===== src/rtl/project_pkg.sv =====
// Shared types for the matrix UART path: the command bundle handed to the
// sender and the fixed requester indices.
package project_pkg;

  localparam int DATA_W = 16;

  typedef logic signed [DATA_W-1:0] matrix_element_t;

  typedef struct packed {
    matrix_element_t data;
    logic            is_last_col;
    logic            newline_only;
    logic            id;
    logic            sum_head;
    logic            sum_elem;
  } sender_cmd_t;

  localparam int REQ_DISPLAY = 0;
  localparam int REQ_CALC    = 1;
  localparam int REQ_MSG     = 2;

endpackage


===== src/rtl/uart_tx_arbiter_if.sv =====
// Requester-side and sender-side handshake bundle around the UART arbiter.
// The slave modport is the arbiter's view; master is the surrounding system.
interface uart_tx_arbiter_if
  import project_pkg::*;
#(
  parameter int NUM_REQ = 3
) ();

  logic        [NUM_REQ-1:0] req;
  sender_cmd_t [NUM_REQ-1:0] req_cmd;
  logic        [NUM_REQ-1:0] req_start;
  logic        [NUM_REQ-1:0] grant;
  logic        [NUM_REQ-1:0] req_ready;
  logic        [NUM_REQ-1:0] req_done;
  sender_cmd_t               sender_cmd;
  logic                      sender_start;
  logic                      sender_ready;
  logic                      sender_done;

  modport slave (
    input  req, req_cmd, req_start, sender_ready, sender_done,
    output grant, req_ready, req_done, sender_cmd, sender_start
  );

  modport master (
    output req, req_cmd, req_start, sender_ready, sender_done,
    input  grant, req_ready, req_done, sender_cmd, sender_start
  );

endinterface


===== src/rtl/rr_pick.sv =====
// Round-robin search: first set request bit strictly after `last`, wrapping.
module rr_pick #(
  parameter int NUM_REQ = 3,
  parameter int OWN_W   = $clog2(NUM_REQ)
) (
  input  logic [NUM_REQ-1:0] req,
  input  logic [OWN_W-1:0]   last,
  output logic               found,
  output logic [OWN_W-1:0]   idx
);

  // Walk from the farthest candidate back to the nearest so the nearest wins.
  always_comb begin
    logic [OWN_W-1:0] cand;
    cand  = '0;
    found = 1'b0;
    idx   = '0;
    for (int k = NUM_REQ; k >= 1; k--) begin
      cand = OWN_W'((int'(last) + k) % NUM_REQ);
      if (req[cand]) begin
        found = 1'b1;
        idx   = cand;
      end
    end
  end

endmodule


===== src/rtl/uart_tx_arbiter.sv =====
// Session-level round-robin owner of the shared matrix_uart_sender; muxes the
// owner's command onto the sender and flags starts that cannot be honoured.
module uart_tx_arbiter
  import project_pkg::*;
#(
  parameter int NUM_REQ = 3,
  parameter int OWN_W   = $clog2(NUM_REQ)
) (
  input  logic               clk,
  input  logic               rst,
  uart_tx_arbiter_if.slave   bus,
  output logic [OWN_W-1:0]   owner,
  output logic               busy,
  output logic               violation
);

  typedef enum logic [1:0] {IDLE, OWNED, DRAIN} state_t;

  state_t             state;
  logic [OWN_W-1:0]   last;
  logic [OWN_W-1:0]   pick_idx;
  logic               pick_found;
  logic [NUM_REQ-1:0] grant;
  logic [NUM_REQ-1:0] accept;

  rr_pick #(
    .NUM_REQ (NUM_REQ),
    .OWN_W   (OWN_W)
  ) u_pick (
    .req   (bus.req),
    .last  (last),
    .found (pick_found),
    .idx   (pick_idx)
  );

  // A start is only legal from the granted owner while the sender is idle.
  assign accept = grant & {NUM_REQ{bus.sender_ready}};

  always_ff @(posedge clk) begin
    if (rst) begin
      state     <= IDLE;
      owner     <= '0;
      last      <= OWN_W'(NUM_REQ - 1);
      grant     <= '0;
      violation <= 1'b0;
    end else begin
      violation <= |(bus.req_start & ~accept);
      case (state)
        IDLE: begin
          if (pick_found && bus.sender_ready) begin
            state <= OWNED;
            owner <= pick_idx;
            last  <= pick_idx;
            grant <= NUM_REQ'(1) << pick_idx;
          end
        end
        OWNED: begin
          if (!bus.req[owner]) begin
            grant <= '0;
            state <= bus.sender_ready ? IDLE : DRAIN;
          end
        end
        DRAIN: begin
          if (bus.sender_ready) state <= IDLE;
        end
        default: state <= IDLE;
      endcase
    end
  end

  assign busy             = (state != IDLE);
  assign bus.grant        = grant;
  assign bus.req_ready    = accept;
  assign bus.sender_start = bus.req_start[owner] & accept[owner];

  // The draining owner still hears its final sender_done.
  always_comb begin
    bus.req_done   = '0;
    bus.sender_cmd = '0;
    if (busy) begin
      bus.req_done[owner] = bus.sender_done;
      bus.sender_cmd      = bus.req_cmd[owner];
    end
  end

endmodule


===== src/flat_wrapper.sv =====
// flat-port wrapper written by rule: the top's interface ports become plain ports
module uart_tx_arbiter_flat import project_pkg::*;
#(
  parameter int NUM_REQ = 3,
  parameter int OWN_W   = $clog2(NUM_REQ)
)
  (clk, rst, owner, busy, violation, bus_req, bus_req_cmd, bus_req_start, bus_sender_ready, bus_sender_done, bus_grant, bus_req_ready, bus_req_done, bus_sender_cmd, bus_sender_start);
  uart_tx_arbiter_if #(.NUM_REQ(NUM_REQ)) bus_i ();
  input  logic clk;
  input  logic rst;
  output logic [OWN_W-1:0] owner;
  output logic busy;
  output logic violation;
  input wire logic [$bits(bus_i.req)-1:0] bus_req;
  input wire logic [$bits(bus_i.req_cmd)-1:0] bus_req_cmd;
  input wire logic [$bits(bus_i.req_start)-1:0] bus_req_start;
  input wire logic [$bits(bus_i.sender_ready)-1:0] bus_sender_ready;
  input wire logic [$bits(bus_i.sender_done)-1:0] bus_sender_done;
  output wire logic [$bits(bus_i.grant)-1:0] bus_grant;
  output wire logic [$bits(bus_i.req_ready)-1:0] bus_req_ready;
  output wire logic [$bits(bus_i.req_done)-1:0] bus_req_done;
  output wire logic [$bits(bus_i.sender_cmd)-1:0] bus_sender_cmd;
  output wire logic [$bits(bus_i.sender_start)-1:0] bus_sender_start;
  assign bus_i.req = bus_req;
  assign bus_i.req_cmd = bus_req_cmd;
  assign bus_i.req_start = bus_req_start;
  assign bus_i.sender_ready = bus_sender_ready;
  assign bus_i.sender_done = bus_sender_done;
  assign bus_grant = bus_i.grant;
  assign bus_req_ready = bus_i.req_ready;
  assign bus_req_done = bus_i.req_done;
  assign bus_sender_cmd = bus_i.sender_cmd;
  assign bus_sender_start = bus_i.sender_start;
  uart_tx_arbiter #(.NUM_REQ(NUM_REQ), .OWN_W(OWN_W)) u_core (.clk(clk), .rst(rst), .bus(bus_i), .owner(owner), .busy(busy), .violation(violation));
endmodule

===== config.mk =====
export PLATFORM = sky130hd
export DESIGN_NAME = uart_tx_arbiter_flat
export DESIGN_NICKNAME = d
export VERILOG_FILES = /design/src/rtl/project_pkg.sv /design/src/rtl/uart_tx_arbiter_if.sv /design/src/rtl/rr_pick.sv /design/src/rtl/uart_tx_arbiter.sv /design/src/flat_wrapper.sv
export SDC_FILE = /design/constraint.sdc
export NUM_CORES = 1
export LEC_CHECK = 0
export CORE_MARGIN = 3
export CORE_UTILIZATION = 32
export CTS_CLUSTER_SIZE = 14
export DETAILED_ROUTE_END_ITERATION = 12
export PLACE_DENSITY = 0.86
export SYNTH_ARGS = -nofsm -noshare
export SYNTH_HDL_FRONTEND = slang
export SYNTH_SLANG_ARGS = --single-unit

===== constraint.sdc =====
create_clock -name clk -period 2.68 [get_ports clk]
set_input_delay 0.804 -clock clk [delete_from_list [all_inputs] [get_ports clk]]
set_output_delay 0.804 -clock clk [all_outputs]
set_load 0.1 [all_outputs]

=== Word-level counts from Yosys, hierarchy flattened ===
Index checks and enable logic that the tools add are counted.

* Register bits after elaboration: 10
* Output and inout bits: 35
* Logic and storage cells: 68

* $add $sub $neg: 3
* Div/mod/pow operators: 3
* $lt $le $gt $ge: 5
* Equality and inequality tests: 5
* Shift operators: 1
* Multiplexer cells: 32
* Bitwise operators: 5
* Reduce and logical (&&, ||, !) cells: 9

{| class="wikitable"
|+ Operator list
! operator !! number
|-
| 32-bit by 3-bit modulo with 32-bit output, second input constant || 3
|-
| 21-bit binary-select mux with 2-bit select || 1
|-
| 21-bit two-way mux || 2
|-
| 2-bit two-way mux || 7
|-
| 1-bit binary-select mux with 2-bit select || 6
|-
| 2-bit by 3-bit < comparator with 1-bit output, second input constant || 4
|-
| 1-bit two-way mux || 10
|-
| 3-bit AND || 3
|-
| 3-bit two-way mux || 3
|-
| 2-bit by 2-bit adder with 3-bit output, second input constant || 2
|-
| 2-bit case mux with 3 select lines || 1
|-
| 3-bit case mux with 2 select lines || 1
|-
| 3-bit AND reduction || 2
|-
| 2-bit inequality test, second input constant || 2
|-
| 2-bit nonzero test || 2
|-
| 2-bit by 1-bit adder with 3-bit output, second input constant || 1
|-
| 3-bit NOT || 1
|-
| 3-bit OR reduction || 1
|-
| 1-bit by 2-bit left shift with 3-bit output, first input constant || 1
|-
| 1-bit demux with 2-bit select || 1
|-
| 2-bit by 1-bit == test with 1-bit output, second input constant || 1
|-
| 2-bit == test, second input constant || 1
|-
| 2-bit by 1-bit >= comparator with 1-bit output, second input constant || 1
|-
| 1-bit logical AND || 2
|-
| 4 further kinds || 4
|}

=== Longest topological paths before layout ===
Gate-level depths: netlist of run 1.

* Word-level depth: 10
* Gate-level depth with buffers: 9

=== Cells and area by module ===
From an unflattened synthesis of run 1, not the netlist that was laid out.

* Cells, all modules: 197
* Area, all modules: 1373.8 µm²

{| class="wikitable"
|+ By module, submodules not included
! module !! times used !! cells each !! area each (µm²)
|-
| uart_tx_arbiter || 1 || 161 || 1128.6
|-
| rr_pick || 1 || 36 || 245.2
|}

=== Worst setup path after synthesis of run 1 ===
Ideal clock, no wire load.

* Path kind: in2out
* Start point: input port bus_sender_ready
* End point: output port bus_sender_start
* Arrival: 4056 ps
* Required time: 1876 ps
* Setup slack: -2180 ps
* Cell stages on the path: 5
* Buffers on the path: 1
* Cells stage by stage: clkbuf_1 nand2_1 inv_1 a31oi_1 o21ai_0

* Word-level cells in the longest chain between the ends: 4

{| class="wikitable"
|+ Ends and longest elaborated chain
! element !! line !! RTL
|-
| start: declaration || flat_wrapper.sv:17 || <nowiki>input wire logic [$bits(bus_i.sender_ready)-1:0] bus_sender_ready;</nowiki>
|-
| 3-bit AND || uart_tx_arbiter.sv:37 || <nowiki>assign accept = grant & {NUM_REQ{bus.sender_ready}};</nowiki>
|-
| named net bus_req_ready[2] || flat_wrapper.sv:20 || <nowiki>output wire logic [$bits(bus_i.req_ready)-1:0] bus_req_ready;</nowiki>
|-
| 1-bit binary-select mux with 2-bit select || uart_tx_arbiter.sv:74 || <nowiki>assign bus.sender_start = bus.req_start[owner] & accept[owner];</nowiki>
|-
| 1-bit two-way mux (not written as such) || uart_tx_arbiter.sv:74 ||
|-
| 1-bit AND || uart_tx_arbiter.sv:74 ||
|-
| end: declaration || flat_wrapper.sv:23 || <nowiki>output wire logic [$bits(bus_i.sender_start)-1:0] bus_sender_start;</nowiki>
|}

The timed path passes the listed nets, and every way through them passes these cells. The select of a mux whose other input is x is not followed.

=== Worst setup path in the final report of run 1 ===
* Start point: input port bus_req_cmd[50]
* End point: output port bus_sender_cmd[8]

* Word-level cells in the longest chain between the ends: 3

{| class="wikitable"
|+ Ends and longest elaborated chain
! element !! line !! RTL
|-
| start: declaration || flat_wrapper.sv:15 || <nowiki>input wire logic [$bits(bus_i.req_cmd)-1:0] bus_req_cmd;</nowiki>
|-
| 21-bit binary-select mux with 2-bit select || uart_tx_arbiter.sv:82 || <nowiki>bus.sender_cmd = bus.req_cmd[owner];</nowiki>
|-
| 21-bit two-way mux (not written as such) || uart_tx_arbiter.sv:82 ||
|-
| 21-bit two-way mux || uart_tx_arbiter.sv:80 || <nowiki>if (busy) begin</nowiki>
|-
| end: declaration || flat_wrapper.sv:22 || <nowiki>output wire logic [$bits(bus_i.sender_cmd)-1:0] bus_sender_cmd;</nowiki>
|}

No other way between the ends. The select of a mux whose other input is x is not followed.

==> flow_metrics.py, run 1 <==
metrics = {
    "run_status": {
        "outcome": "finished, violations left",
        "violations": "negative setup slack",
    },
    "clock_network": {
        "htree_levels": 1,
        "cts-root-buf": "clkbuf_8",
        "numCtsBuffers": 3,
        "cts_sinks": 9,
        "cts_setup_buffers": 0,
        "cts_tree": "built",
        "clk_latency_ns": 0.25,
        "path_clk_slew_ns": 0.05,
        "cts_buffer_depth": 2,
    },
    "sta": {
        "hold_viol": 0,
        "worst_pin_slew_ns": 0.4807,
        "fin_skew_ns": 0.006088,
        "rsz0062_at_grt": "true",
        "slew_headroom_pct": 67.95,
        "setup_viol": 2,
        "setup_slack_ns": -0.05267,
        "fin_setup_tns_ns": -0.09545,
        "maxSlewViolCount": 0,
        "min_period_ns": 2.733,
        "fmaxAchievable_mhz": 365.9,
        "finalCritPeriodShare_pct": 102.0,
    },
    "setup_path": {
        "arrival_ns": 1.93,
        "rrSetupSlack_ns": 0.32,
        "required_ns": 1.88,
        "ff2ff_path_depth": 7,
        "worstSetupStartpointType": "input port",
        "crit_type": "input port to output port",
        "crit_path_max_fanout": 1,
        "cp-end-kind": "output port",
        "r2r-start": "u_core.owner[0]",
        "worstReg2RegEnd": "u_core.bus.grant[0]",
    },
    "placement": {
        "dp_hpwl_um": 4524,
        "placed_area_um2": 2950,
        "post-place-ws_ns": -0.2768,
        "gp_congestion": 0.9023,
        "io_buffers": 107,
    },
    "drt": {
        "drtPass1Iterations": 4,
        "drt-initial-drc-count": 65,
        "post_drt_wl_per_cell_um": 19.13,
        "drc": 0,
        "ant_nets": 0,
        "drt-total-wl_um": 6543,
        "vias": 1832,
        "vias_per_cell": 5.357,
    },
    "hold_path": {
        "holdPathEnd": "u_core.bus.grant[1]",
        "hp-class": "flip-flop to flip-flop",
        "hold_depth": 2,
        "min_from": "u_core.bus.grant[1]",
    },
    "pwr": {
        "vdd_drop_max_mv": 0.6419,
        "p_leak_nw": 1.259,
        "p_per_area_nw_per_um2": 630.3,
    },
    "synth": {
        "ys_warn_count": 0,
        "synth_fa_ha_area_share_pct": 3.956,
        "synth_top_cell_by_area": "mux2i_1",
        "synth_xor_area_share_pct": 0,
        "yosys.area_share.simple_pct": 31.45,
        "synth_fp_nets": 264,
        "synth_mux_area_share_pct": 20.97,
        "ys_types": 40,
        "syn_inst": 187,
        "synth-edff-count": 0,
        "syn_avg_cell_area_um2": 6.765,
        "syn-cell-area_um2": 1265,
        "synth_compound_area_share_pct": 21.56,
        "synth_area_leaders": "mux2i_1 (20%), nor2_1 (15%), dfxtp_1 (14%)",
        "ys.flop_type": "dfxtp_1",
        "ys_ff_latch": 9,
        "async_flop_share_pct": 0,
        "synth_top_family_by_area": "simple AND/OR/NAND/NOR gates",
        "synthDominantCellAreaShare_pct": 19.78,
        "ys_seq_area_share_pct": 14.24,
    },
    "global_routing": {
        "grt_usage_pct": 23.00,
        "grt_max_degree": 30,
        "grt-ovfl-total": 0,
        "antenna_found_initial": 0,
        "grt_pass1_wl_um": 8252,
        "grt_pass1_vias": 1752,
    },
    "flow_run": {
        "maxCapViolations": 0,
    },
    "layout": {
        "drive_gt1_share_pct": 37.76,
        "layout_commonest_cell": "clkdlybuf4s50_1",
        "final_nets": 372,
        "syn2layout_area_growth_pct": 145.7,
        "diodes": 0,
        "layout_common_cells": "clkdlybuf4s50_1 (51), buf_12 (31), nor2_1 (27)",
        "fin_area_um2": 3108,
    },
    "floorplan": {
        "coreArea_um2": 3744,
        "fp.dieW_um": 68.87,
        "initial_core_util_pct": 33.79,
        "io_pins": 108,
        "die_y_um": 68.87,
        "die_area_um2": 4743,
        "rows": 22,
    },
}
stage by stage:
stage               power [mW]  utilization [%]  std cells  hold WS [ns]
finish                   1.959            83.02        342        0.5339
global placement         1.704            78.81        338        0.4865
floorplan                1.230                -        187        0.4876
detailed placement       1.734            78.81        338        0.5041
global route             2.035            83.02        342        0.5731
CTS                      1.923            81.08        342        0.5186
power by group:
part           total (mW)  leakage [nW]  switching [mW]  internal (mW)
Sequential          0.196        0.0756          0.0391          0.157
Clock               0.169        0.0228          0.0642          0.105
Combinational        1.59          1.16            1.02          0.571
Total                1.96          1.26            1.13          0.833
state kept, by name (all words and copies together), names as in the netlist:
register          cells
u_core.last           1
u_core.bus.grant      3
u_core.violation      1
u_core.owner          2
u_core.state          2
synthesized netlist by cell type (2+ instances only):
cell type and number:
mux2i_1 25, buf_2 4, inv_1 8, nand3_1 2, nor2b_1 3, nand2_1 7
a211oi_1 2, ha_1 4, nand2b_1 4, clkbuf_1 6, nand3b_1 3, a21oi_1 24
nor3b_1 2, a21oi_2 2, nor3_1 4, nor2_1 49, dfxtp_1 9, nor4_1 2
o21ai_0 5, buf_1 2
critical path: stages:
cell and delay [ns]:
clkdlybuf4s50_1 0.40, mux2i_1 0.13, nor2_1 0.05, a21oi_1 0.30, nor2_4 0.07, buf_12 0.17
how the worst max path moves through the flow:
stage / from / to / slack (ns) / cells past startpoint
floorplan: bus_sender_ready / bus_sender_start / -0.22 / 5
detailed placement: bus_sender_ready / bus_sender_start / -0.28 / 7
global placement: bus_sender_ready / bus_sender_start / -0.23 / 7
global route: bus_req_cmd[15] / bus_sender_cmd[15] / -0.1 / 6
finish: bus_req_cmd[50] / bus_sender_cmd[8] / -0.05 / 6
CTS: bus_req_cmd[14] / bus_sender_cmd[14] / -0.0003 / 6
final cells by class:
type	count	area [um^2]
Timing Repair Buffer	117	1484
Multi-Input combinational cell	156	1291
Fill cell	195	635.6
Sequential cell	9	186.4
Inverter	8	41.29
Tap cell	48	60.06
Clock buffer	4	45.04
metal layers:
layer  part of all wire (%)  global-route usage [%]
met3                    7.0                   5.511
met5                      0                       0
met4                    2.2                   7.056
met2                     56                   44.29
met1                     35                   24.27
timing repair:
item | 4_1_cts | 5_1_grt
resized for setup | 16 | 28
pin swaps | 3 | 14
setup endpoints to repair | 12 | 18
hold buffers | 0 | 0
cells by family after synthesis:
kind of cell	count (synthesis)
buffers and inverters	22
and+or+nand+nor	82
adders and majority gates	4
muxes	26
AOI/OAI and AO/OA	44
DFF	9
Power figures use the tool's default switching activity.
==> inputs of run 2 (changes only) <==
--- a/config.mk
+++ b/config.mk
@@ -7,9 +7,10 @@
 export LEC_CHECK = 0
 export CORE_MARGIN = 3
 export CORE_UTILIZATION = 32
-export CTS_CLUSTER_SIZE = 14
+export CTS_CLUSTER_SIZE = 28
 export DETAILED_ROUTE_END_ITERATION = 12
 export PLACE_DENSITY = 0.86
+export SETUP_SLACK_MARGIN = 0.15
 export SYNTH_ARGS = -nofsm -noshare
 export SYNTH_HDL_FRONTEND = slang
 export SYNTH_SLANG_ARGS = --single-unit
==> constraint.sdc (replaced) <==
create_clock -name clk -period 2.9 [get_ports clk]
set_input_delay 0.87 -clock clk [delete_from_list [all_inputs] [get_ports clk]]
set_output_delay 0.87 -clock clk [all_outputs]
set_load 0.1 [all_outputs]
==> run 2 against run 1 <==
Compared with the run above: the flow now finishes without violations; first-iteration DRC count up 57%; register-to-register slack better by 0.28 ns; critical path depth unchanged; wire length down 6.1%; cell count unchanged; non-clock buffer count unchanged; sequential power down 7%; combinational power down 9%; design area down 0.20%; flip-flop and latch count unchanged; critical path type unchanged.
==> flow_metrics.py, run 2 (synthesized netlist as in run 1, its figures left out) <==
metrics = {
    "clock_network": {
        "clk_latency_ns": 0.23,
        "cts_buffer_depth": 2,
        "htree_levels": 1,
        "cts-root-buf": "clkbuf_8",
        "numCtsBuffers": 3,
        "cts-hold-fix-buffers": 0,
        "path_clk_slew_ns": 0.04,
        "cts_sinks": 9,
        "cts_tree": "built",
    },
    "drt": {
        "vias_per_cell": 5.304,
        "drt-initial-drc-count": 102,
        "post_drt_wl_per_cell_um": 17.97,
        "drtPass1Iterations": 4,
        "drc": 0,
        "ant_nets": 0,
        "vias": 1814,
        "drt-total-wl_um": 6146,
    },
    "placement": {
        "io_buffers": 107,
        "gp_congestion": 0.8215,
        "placed_area_um2": 2937,
        "dp_hpwl_um": 4396,
        "post-place-ws_ns": -0.1566,
    },
    "setup_path": {
        "crit_type": "input port to output port",
        "worstSetupStartpointType": "input port",
        "crit_family": "buffers and inverters",
        "r2r-start": "u_core.owner[0]",
        "crit_path_max_fanout": 1,
        "crit_chain": "clkdlybuf4s50_1 -> mux2i_1 -> nor2_1 -> a21oi_2 -> nor2_4 -> buf_12",
        "slowest_delay_ns": 0.46,
        "cp_slowest_cell": "clkdlybuf4s50_1",
        "cp-end-kind": "output port",
        "cp_num_buf_inv": 2,
        "arrival_ns": 1.88,
        "setup.worst_path.start": "bus_req_cmd[19]",
        "required_ns": 2.03,
    },
    "layout": {
        "final_nets": 372,
        "layout_common_cells": "buf_12 (30), clkdlybuf4s50_1 (28), nor2_1 (27)",
        "top_regs": "u_core.bus.grant x3, u_core.owner x2, u_core.state x2",
        "drive_gt1_share_pct": 38.10,
        "largest-register": "u_core.bus.grant",
        "diodes": 0,
        "syn2layout_area_growth_pct": 145.2,
        "largest_register_ffs": 3,
        "layout_commonest_cell": "buf_12",
        "fin_area_um2": 3102,
    },
    "pwr": {
        "swShare_pct": 57.33,
        "clockPowerShare_pct": 8.1,
        "comb_power_share_pct": 81.6,
        "p_total_mw": 1.772,
        "vdd_drop_max_mv": 0.5689,
        "p_per_area_nw_per_um2": 571.2,
        "power.switching_mw": 1.016,
        "power_frac_seq_pct": 10.3,
        "p_leak_nw": 1.352,
        "p_int_mw": 0.7560,
    },
    "floorplan": {
        "io_pins": 108,
        "coreArea_um2": 3744,
        "die_area_um2": 4743,
        "rows": 22,
        "fp.dieW_um": 68.87,
        "initial_core_util_pct": 33.79,
        "die_y_um": 68.87,
    },
    "sta": {
        "setup_viol": 0,
        "fin_skew_ns": 0.002558,
        "min_period_ns": 2.752,
        "setup_slack_ns": 0.1475,
        "finalCritPeriodShare_pct": 94.91,
        "fmaxAchievable_mhz": 363.3,
        "hold_viol": 0,
        "slew_headroom_pct": 63.54,
        "worst_pin_slew_ns": 0.5469,
        "maxSlewViolCount": 0,
        "rsz0062_at_grt": "true",
    },
    "global_routing": {
        "antenna_found_initial": 0,
        "grt_usage_pct": 22.32,
        "grt-ovfl-total": 0,
        "grt_pass1_wl_um": 8024,
        "grt_max_degree": 32,
        "grt_pass1_vias": 1678,
    },
    "run_status": {
        "outcome": "finished, final reports clean",
    },
    "hold_path": {
        "hp-class": "flip-flop to flip-flop",
        "min_from": "u_core.bus.grant[2]",
    },
    "flow_run": {
        "maxCapViolations": 0,
    },
}
[run 2: cell types whose count changed in the layout (fill, tap and decap cells not counted), sizes merged]
cell,change
dlygate4sd2,+15
dlymetal6s2s,+8
clkdlybuf4s50,-23
[run 2: path summary, 6_finish.rpt]
| kind | endpoint | slack (ns) | cells past startpoint |
|---|---|---|---|
| setup reg to reg | u_core.bus.grant[0] | 0.60 | 7 |
| setup / recovery | bus_sender_cmd[19] | 0.15 | 6 |
| hold reg to reg | u_core.bus.grant[2] | 0.51 | 2 |
| hold / removal | u_core.bus.grant[2] | 0.51 | 2 |
[run 2: worst min-delay path: cells and delay by family (launching register included)]
family | cells | cell delay [ns]
flops | 1 | 0.33
simple gates | 1 | 0.07
compound gates | 1 | 0.06
[run 2: area by class of cell]
cell class                 count  area (um^2)
inverter                       8        41.29
multi-input combinational    156         1297
tap                           48        60.06
sequential                     9        185.2
clock buffer                   4        45.04
timing repair buffer         117         1473
fill                         201        641.9
[run 2: power groups by stage]
stage	clock, mW	combinational, mW	sequential, mW
floorplan	0	0.902	0.233
global placement	0	1.39	0.181
detailed placement	0	1.41	0.182
CTS	0.146	1.44	0.181
global route	0.153	1.51	0.185
finish	0.144	1.44	0.183
[run 2: per-layer routing]
| layer | global-route usage, % | vias up | wire, um |
|---|---|---|---|
| li1 | - | 869 | - |
| met4 | 4.380 | 0 | 156 |
| met1 | 24.15 | 839 | 2128 |
| met2 | 42.26 | 86 | 3377 |
| met5 | 0 | - | 0 |
| met3 | 6.969 | 20 | 483 |
[run 2: metrics by stage]
step / utilization, % / std cells / setup TNS, ns / hold slack [ns]
floorplan: - / 187 / -0.1354 / 0.4876
global placement: 78.44 / 338 / -0.1683 / 0.4946
detailed placement: 78.44 / 338 / -0.1566 / 0.5103
CTS: 80.51 / 342 / 0 / 0.5139
global route: 82.85 / 342 / 0 / 0.5611
finish: 82.85 / 342 / 0 / 0.5139
[run 2: what timing repair did]
item / in CTS / in global routing
pin swaps: 19 / 26
cloned: 0 / 0
gates resized for setup: 34 / 35
buffers inserted: 0 / 0
endpoints found under the setup margin: 25 / 14
==> variant: new RTL, settings of run 2 <==
Re-encode `state_t` (3 states) as one-hot, 3 bits wide.
--- a/src/rtl/uart_tx_arbiter.sv
+++ b/src/rtl/uart_tx_arbiter.sv
@@ -15,5 +15,5 @@
 );
 
-  typedef enum logic [1:0] {IDLE, OWNED, DRAIN} state_t;
+  typedef enum logic [2:0] {IDLE = 3'b001, OWNED = 3'b010, DRAIN = 3'b100} state_t;
 
   state_t             state;
Formal check against the unedited RTL: same outputs for any inputs over 4 cycles, from zero or initial values and one cycle with rst high; so few cycles prove little.
==> variant against run 2 <==
Clock skew is 0.91 ps lower; setup slack better by 53 ps; non-clock buffer count up 3; power rose by 81%; cell area up 4.6%; wire length grew 8.8%; synthesized area up 6.9%; sequential cell count grew 1; clock power is 22% higher; utilization down 2.4 points; largest cell class unchanged; largest power group unchanged.
==> variant: results (changes against run 2) <==
- Fraction of power spent switching nets: 60.5% (was 57.3%)
- Run status: complete, no violations (unchanged)
- Setup slack of the most critical reg-to-reg path: 580 ps (was 600 ps)
- Worst hold path endpoint: u_core.bus.grant[0] (was u_core.bus.grant[2])
- Met3 demand-to-capacity share in global routing: 3.84% (was 6.97%)
- Top cells by area, synth: sky130_fd_sc_hd__mux2i_1 (18%), sky130_fd_sc_hd__dfxtp_1 (15%), sky130_fd_sc_hd__nor2_1 (13%) (was sky130_fd_sc_hd__mux2i_1 (20%), sky130_fd_sc_hd__nor2_1 (15%), sky130_fd_sc_hd__dfxtp_1 (14%))
- Worst stage delay on the critical path: 520 ps (was 460 ps)
- Cell variety after synth: 44 (was 40)
- Portion of the layout cell area used by non-clock buffers: 47.1% (was 47.5%)
- Number of multi-input combinational cells in the layout: 163 (was 156)
- Sequential share of the synthesized area: 14.8% (was 14.2%)
- Routed wirelength normalized by instance count: 18.8 um (was 18.0 um)
- Share of final layout cell area taken by clock buffers and inverters: 1.70% (was 1.45%)
- Maximum clock skew at final layout: 1.64 ps (was 2.56 ps)
- Placed cell area: 3050 sq um (was 2940 sq um)
- Total of cells resized after clock tree synthesis: 37 (was 34)
- Most frequent cells after synthesis: sky130_fd_sc_hd__nor2_1 (48), sky130_fd_sc_hd__a21oi_1 (27), sky130_fd_sc_hd__mux2i_1 (24), sky130_fd_sc_hd__dfxtp_1 (10), sky130_fd_sc_hd__inv_1 (9) (was sky130_fd_sc_hd__nor2_1 (49), sky130_fd_sc_hd__mux2i_1 (25), sky130_fd_sc_hd__a21oi_1 (24), sky130_fd_sc_hd__dfxtp_1 (9), sky130_fd_sc_hd__inv_1 (8))
- Buffers, non-clock: 120 (was 117)
- Via density per instance: 5.43 (was 5.30)
- Net switching power: 1.94 mW (was 1.02 mW)
- Final Non-Filler Cells: 356 (was 342)
- Peak VDD IR: 0.678 mV (was 0.569 mV)
- Overall fraction of global-route tracks in use: 23.9% (was 22.3%)
- Normalized max-slew margin: 70.1% (was 63.5%)
- Worst-path maximum fanout: 2 (was 1)
- Fraction of final layout cells sized beyond drive strength 1: 39.9% (was 38.1%)
- M2 GR Usage: 43.9% (was 42.3%)
- Final core area utilization: 80.5% (was 82.9%)
- Startpoint of the most critical setup path: bus_sender_done (was bus_req_cmd[19])
- Power share of the sequential group: 7.3% (was 10.3%)
- Met3 layer wire length in the routed design: 275 um (was 483 um)
- Worst setup timing slack at the placement stage: -262 ps (was -157 ps)
- Post-DP HPWL: 4.93 mm (was 4.40 mm)
- Violation count after the first detailed-route iteration: 68 (was 102)
- Start point of the worst min-delay path: u_core.bus.grant[0] (was u_core.bus.grant[2])
- Met2 wirelength from detailed routing: 3.65 mm (was 3.38 mm)
- Area occupied by multi-input gates: 1340 sq um (was 1300 sq um)
[variant: changes by cell type in the layout (fill, tap and decap cells not counted), moves of 2 or more]
cell | run 2 | this run
sky130_fd_sc_hd__nand2b_1 | 4 | 2
sky130_fd_sc_hd__nor3_1 | 2 | 0
sky130_fd_sc_hd__and2b_2 | 0 | 4
sky130_fd_sc_hd__nor2_2 | 2 | 0
sky130_fd_sc_hd__buf_4 | 14 | 17
sky130_fd_sc_hd__or3_1 | 0 | 2
sky130_fd_sc_hd__dfxtp_2 | 1 | 4
sky130_fd_sc_hd__a21oi_2 | 21 | 23
sky130_fd_sc_hd__o211ai_1 | 1 | 3
sky130_fd_sc_hd__dfxtp_1 | 7 | 5
sky130_fd_sc_hd__nand2_1 | 3 | 5
sky130_fd_sc_hd__dlymetal6s2s_1 | 25 | 32
sky130_fd_sc_hd__dlygate4sd2_1 | 18 | 12
[variant: worst min-delay path, delay by kind of cell, from the launching register on]
kind,cells,cell delay (ps)
muxes,1,60
DFF,1,350
and+or+nand+nor,1,60
